===== config.mk =====
export PLATFORM = sky130hd
export DESIGN_NAME = odo_sbox_inv6
export DESIGN_NICKNAME = d
export VERILOG_FILES = /design/src/rtl/odo_sbox_inv6.sv
export SDC_FILE = /design/constraint.sdc
export NUM_CORES = 1
export LEC_CHECK = 0
export ABC_AREA = 1
export CORE_UTILIZATION = 50
export CTS_BUF_LIST = sky130_fd_sc_hd__clkbuf_4
export CTS_CLUSTER_SIZE = 24
export DETAILED_ROUTE_END_ITERATION = 7
export PLACE_DENSITY = 0.66
export SYNTH_ARGS = -nofsm -noshare
export SYNTH_HDL_FRONTEND = slang
export SYNTH_SLANG_ARGS = --single-unit

===== constraint.sdc =====
create_clock -name clk -period 4.4 [get_ports clk]
set_clock_uncertainty 0.1 [all_clocks]
set_input_delay 1.1 -clock clk [delete_from_list [all_inputs] [get_ports clk]]
set_output_delay 1.1 -clock clk [all_outputs]
set_load 0.05 [all_outputs]

===== src/rtl/odo_sbox_inv6.sv =====
// Runtime-loadable inverse S-box: builds inv[f(i)] = i from a streamed forward table,
// flags non-bijections, serves 1-cycle registered lookups. Optional: ODO_SBOX_INV_SELFCHECK_EN.
module odo_sbox_inv6 #(
    parameter int SBOX_W = 6
) (
    input  logic              clk,
    input  logic              rst_n,
    input  logic              load_start,
    input  logic              load_valid,
    input  logic [SBOX_W-1:0] load_data,
    output logic              load_ready,
    output logic              table_ok,
    output logic              perm_err,
    input  logic              in_valid,
    input  logic [SBOX_W-1:0] in_data,
    output logic              out_valid,
    output logic [SBOX_W-1:0] out_data
);
    localparam int DEPTH = 1 << SBOX_W;
    localparam logic [SBOX_W-1:0] LAST = SBOX_W'(DEPTH - 1);

`ifdef ODO_SBOX_INV_SELFCHECK_EN
    typedef enum logic [2:0] {S_EMPTY, S_LOAD, S_VERIFY, S_READY, S_ERROR} state_t;
`else
    typedef enum logic [2:0] {S_EMPTY, S_LOAD, S_READY, S_ERROR} state_t;
`endif

    state_t              r_state, w_state_nxt;
    logic [SBOX_W-1:0]   r_idx;
    logic [DEPTH-1:0]    r_seen;
    logic [SBOX_W-1:0]   r_inv [DEPTH];
    logic                r_out_valid;
    logic [SBOX_W-1:0]   r_out_data;
    logic                w_accept;
    logic                w_dup;
    logic                w_lookup;

    // load_start wins over a same-cycle beat, so it also gates acceptance
    assign w_accept = (r_state == S_LOAD) && load_valid && !load_start;
    assign w_dup    = r_seen[load_data];
    assign w_lookup = (r_state == S_READY) && in_valid;

`ifdef ODO_SBOX_INV_SELFCHECK_EN
    logic [SBOX_W-1:0] r_fwd [DEPTH];
    logic [SBOX_W-1:0] r_vidx;
    logic              w_vbad;

    assign w_vbad = (r_fwd[r_inv[r_vidx]] != r_vidx);

    always_ff @(posedge clk or negedge rst_n) begin
        if (!rst_n) begin
            r_vidx <= '0;
        end else if (load_start) begin
            r_vidx <= '0;
        end else if (r_state == S_VERIFY && r_vidx != LAST) begin
            r_vidx <= r_vidx + SBOX_W'(1);
        end
    end

    always_ff @(posedge clk) begin
        if (w_accept && !w_dup) r_fwd[r_idx] <= load_data;
    end
`endif

    always_comb begin
        w_state_nxt = r_state;
        if (load_start) begin
            w_state_nxt = S_LOAD;
        end else begin
            case (r_state)
                S_LOAD: begin
                    if (w_accept) begin
                        if (w_dup) begin
                            w_state_nxt = S_ERROR;
                        end else if (r_idx == LAST) begin
`ifdef ODO_SBOX_INV_SELFCHECK_EN
                            w_state_nxt = S_VERIFY;
`else
                            w_state_nxt = S_READY;
`endif
                        end
                    end
                end
`ifdef ODO_SBOX_INV_SELFCHECK_EN
                S_VERIFY: begin
                    if (w_vbad)              w_state_nxt = S_ERROR;
                    else if (r_vidx == LAST) w_state_nxt = S_READY;
                end
`endif
                default: w_state_nxt = r_state;
            endcase
        end
    end

    always_ff @(posedge clk or negedge rst_n) begin
        if (!rst_n) begin
            r_state <= S_EMPTY;
            r_idx   <= '0;
            r_seen  <= '0;
        end else begin
            r_state <= w_state_nxt;
            if (load_start) begin
                r_idx  <= '0;
                r_seen <= '0;
            end else if (w_accept && !w_dup) begin
                r_seen[load_data] <= 1'b1;
                // hold at the last index rather than wrapping
                if (r_idx != LAST) r_idx <= r_idx + SBOX_W'(1);
            end
        end
    end

    // Table contents are deliberately not reset
    always_ff @(posedge clk) begin
        if (w_accept && !w_dup) r_inv[load_data] <= r_idx;
    end

    // Lookup registered off the current state: a READY-cycle request survives a same-cycle load_start
    always_ff @(posedge clk or negedge rst_n) begin
        if (!rst_n) begin
            r_out_valid <= 1'b0;
            r_out_data  <= '0;
        end else begin
            r_out_valid <= w_lookup;
            if (w_lookup) r_out_data <= r_inv[in_data];
        end
    end

    assign load_ready = (r_state == S_LOAD);
    assign table_ok   = (r_state == S_READY);
    assign perm_err   = (r_state == S_ERROR);
    assign out_valid  = r_out_valid;
    assign out_data   = r_out_data;
endmodule


# Yosys cells after proc, flatten, opt, wreduce, memory -nomap -nowiden
# Memories as Yosys holds them, arrays and structs flattened. A register that Yosys moved wholly into a read port is not among the register bits.
# Index checks and enable logic that the tools add are counted.
[word_totals]
regBits = 74
ramBits = 384
in_bits = 17
word_cells = 45
mem_count = 1
[memory_table]
columns = ["memory", "depth", "width", "read_ports", "rd_clocked_by_memory_dff", "write_ports", "line", "text"]
rows = [
  ["r_inv", 64, 6, 1, 1, 1, "31", "logic [SBOX_W-1:0] r_inv [DEPTH];"],
]
[classes]
addsub = 1
order_cmp = 2
n_eq_ne = 5
muxes = 16
bitwise_logic = 1
n_reduce_logical = 15
[op_table]
columns = ["op", "n"]
rows = [
  ["two-way mux 64 bit", 2],
  ["bitwise OR 64 bit", 1],
  ["two-way mux 6 bit", 3],
  ["two-way mux 3 bit", 5],
  ["nonzero test 2 bit", 4],
  ["< comparator 6 x 7 -> 1 bit, second input constant", 1],
  ["adder 6 x 1 -> 6 bit, second input constant", 1],
  ["binary-select mux 1 bit (select 6 bit)", 1],
  ["demux 1 bit (select 6 bit)", 1],
  ["equality test 3 x 2 -> 1 bit, second input constant", 2],
  ["equality test 6 bit, second input constant", 1],
  ["greater-or-equal comparator 6 x 1 -> 1 bit, second input constant", 1],
  ["inequality test 6 bit, second input constant", 1],
  ["logical AND 1 bit", 5],
  ["two-way mux 1 bit", 4],
  ["equality test 3 x 1 -> 1 bit, second input constant", 1],
  ["zero test 1 bit", 3],
  ["AND reduction 3 bit", 1],
  ["nonzero test 3 bit", 1],
  ["AND reduction 2 bit", 1],
]

# Depth between registers and ports, before layout
[depth]
ltp_word = 7
mapped_depth = 17
ltp_nobuf = 14

# Worst setup path after synthesis
# OpenSTA, ideal clock, no wires.
[synth_timing]
path_type = "input to register"
start = "input load_data[0]"
end = "memory r_inv[24][0] (enable)"
setup_ps = 350
arrival_time_ps = 2728
required_ps = 3950
path_slack_ps = 1223
stages = 14
path_buffers = 3
cell_sequence = "buf_2 -> inv_2 -> buf_4 -> nand2_1 -> nand3_1 -> nand2_1 -> o21ai_0 -> nand3_1 -> nor2_2 -> nand3_2 -> clkinv_2 -> buf_6 -> nand2_2 -> nor2_1"
[synth_via]
elab_chain_cells = 6
[synth_lines]
columns = ["item", "line", "text"]
rows = [
  ["start, declared", "10", "input logic [SBOX_W-1:0] load_data,"],
  ["binary-select mux 1 bit (select 6 bit)", "40", "assign w_dup = r_seen[load_data];"],
  ["two-way mux 1 bit (implied by the code)", "40", ""],
  ["zero test 1 bit", "115", "if (w_accept && !w_dup) r_inv[load_data] <= r_idx;"],
  ["logical AND 1 bit", "115", ""],
  ["two-way mux 1 bit", "115", ""],
  ["two-way mux 1 bit (implied by the code)", "115", ""],
  ["end, declared", "31", ""],
]
# Several ways; a longest one is shown, not always the timed one. The select of a mux whose other input is x is not followed.

# Worst setup path after layout
[layout_timing]
start = "register r_state[0]"
end = "output table_ok"
[layout_via]
elab_chain_cells = 1
[layout_lines]
columns = ["item", "line", "text"]
rows = [
  ["start, declared", "28", "state_t r_state, w_state_nxt;"],
  ["start signal, assigned", "101", "r_state <= w_state_nxt;"],
  ["equality test 3 x 2 -> 1 bit", "130", "assign table_ok = (r_state == S_READY);"],
  ["end, declared", "12", "output logic table_ok,"],
]
# Every way passes these cells.

==> metrics.txt <==
Die W=203 um; crit-path max FO=4; most common cell after layout, fill and taps aside=nand2_1; Finished Layout Cells=~2700; P per Cell Area=405 nW/um^2; commonest non-fill, non-tap cells in the layout=nand2_1, edfxtp_1, nand3_1, clkbuf_4, nor2_1; Synth Area per Inst=10.2 um^2; Worst slew margin=0.281; Area growth syn-to-layout=11.2%; Num CTS Buffers=115; placed cell areas=between 20000 and 25000 um^2; H-tree levels=3; GRT Total Usage=0.258; Clock power frac=0.381; maxcap violations=0; final hold viol count=0; vias in the first global route=14941; Reg power frac=0.531; Layout Cell Area excl Fill=22400 um^2; class of the worst hold path=in -> async; ranking of synthesized cells by area=edfxtp_1, dfrtp_1, nand2_1; # IOs=27; CORE AREA=39700 um^2; Post-CTS Resized=0; post-layout util=0.564; drt total wl=51800 um; Worst Setup End Kind=output port; fillcell total=approximately 3400; Yosys reg bits=~460; clk_lat worst skew=between 0.8 and 0.9 ns; Critical Path Start Type=register; post-synth top area share=0.572; DR vias=15018; met2 Use GR=0.410; Post-Syn Area=20200 um^2; # rows=73; I/O Buffers=26; placed cells=2444; largest net degree at the start of global routing=217; CP arrival=2.36 ns; Sw Ratio=0.259; Critical Path RT=3.20 ns; crit share post-route=0.808; GRT busiest layer=met2; met1 track demand over resource=0.336; pre-CTS setup slack=about 0.12 ns; Setup Fix Bufs, Post-CTS=0; Final HPWL DP=30200 um; initial antenna violation count=1; Die Y=203 um; max frequency=about 280 MHz; Routability Congestion=0.853; Leakage=8.71 nW; Seq/Total Area, Yosys=0.670; outcome=completed; first-pass GRT wire length=81100 um; Bufs on Longest Clock Path=3; IR drop worst, VDD=between 150 and 200 uV; Pint=6.72 mW; Die ar.=a little over 40000 um^2; clk sink count=around 460; grt total ovfl=0; Comb pwr share=0.088; Setup Viol. Count Final=0; Psw=2.35 mW; Initial Util=0.507; share of cells above drive strength 1=0.117; met3 usage=0.0554; Gate Count Post-Synth=roughly 2000; hold_ws=0.350 ns; Final min period=3.56 ns; clk slew on worst S/H paths=0.07 ns; per-cell routed wire length=19.5 um; Clock Tree Root=clkbuf_4; RSZ-0062 raised after global routing=false; DRT antenna net count=0; PnR worst setup slack=about 0.84 ns; TNS Setup=0 ns; type of the worst setup path=reg -> out; Final #Nets=2054; CTS Hold Bufs=0; DRC=0; post-DR vias/cell=5.66; CTS tree=built; Ys Warns=0; drt first pass iters=5; Mapped Nets=1992; total power=approximately 9.1 mW; area leader, netlist=edfxtp_1; Unique masters post-synth=28; Slew @ Worst Pin=1.08 ns; max-slew violations=0; 1st-iter DRT viols=1365
==> flip-flops by register name (all words and copies together) (netlist names) <==
register,count
out_valid,1
r_idx,6
r_inv,384
out_data,6
r_seen,64
r_state,2
==> layout make-up <==
cell class                 count  area (um^2)  area share
antenna                        2         5.00    0.000223
clock buffer                 158         1190      0.0529
clock inverter                48          235      0.0105
inverter                     106          403      0.0180
multi-input combinational   1280         5730       0.256
sequential                   463        13500       0.604
tap                          525          657      0.0293
timing repair buffer          70          657      0.0293
==> final timing paths <==
kind	cells after the start	slack (ns)	start	to
min in group clk	2	0.39	out_data[5]$_DFFE_PN0P_	out_data[5]$_DFFE_PN0P_
worst min register to register	2	0.39	out_data[5]$_DFFE_PN0P_	out_data[5]$_DFFE_PN0P_
worst min-delay path	1	0.35	rst_n	r_seen[46]$_DFFE_PN0P_
worst max-delay path	2	0.84	r_state[0]$_DFFE_PN0P_	table_ok
worst max register to register	13	1.55	r_seen[2]$_DFFE_PN0P_	r_inv[9][2]$_DFFE_PP_
max in group asynchronous	1	3.05	rst_n	r_idx[3]$_DFFE_PN0P_
==> routing by layer <==
layer  wire, um  part of all wire
met1      21700              0.42
met2      24400              0.47
met3       3830             0.074
met4       1840             0.036
met5          0                 0
==> power groups by stage <==
| stage | combinational, mW | sequential (mW) | clock (mW) |
|---|---|---|---|
| final | 0.799 | 4.82 | 3.45 |
| after global routing | 0.867 | 4.82 | 3.75 |
| after CTS | 0.796 | 4.82 | 3.54 |
| after detailed placement | 0.794 | 4.92 | 0 |
| after global placement | 0.789 | 4.91 | 0 |
| after floorplan | 0.389 | 5.01 | 0 |
==> Yosys cell counts (all sizes together) <==
library cell	n
a21o	1
a21oi	34
buf	43
clkbuf	82
clkinv	4
dfrtp	79
edfxtp	384
ha	1
inv	102
nand2	503
nand3	370
nand4	1
nor2	153
nor3	9
o211ai	3
o21ai	150
o21bai	17
o22ai	36
xor2	2
==> critical path: stages (launching register included) <==
cell and delay (ns):
dfrtp_1 0.41, nor2_1 0.25, clkdlybuf4s50_1 0.86
==> kinds of logic (layout without fill, tap and decap cells) <==
kind of cell | after synthesis | in the layout | share of synthesized area
flops | 463 | 463 | 0.670
compound gates | 241 | 241 | 0.0647
xor+xnor | 2 | 2 | 0.000869
simple gates | 1036 | 1036 | 0.218
other cells | 0 | 2 | 0
fa+ha+maj | 1 | 1 | 0.000621
buf+inv | 231 | 382 | 0.0454
No activity file was read; power rests on OpenSTA's default activity.
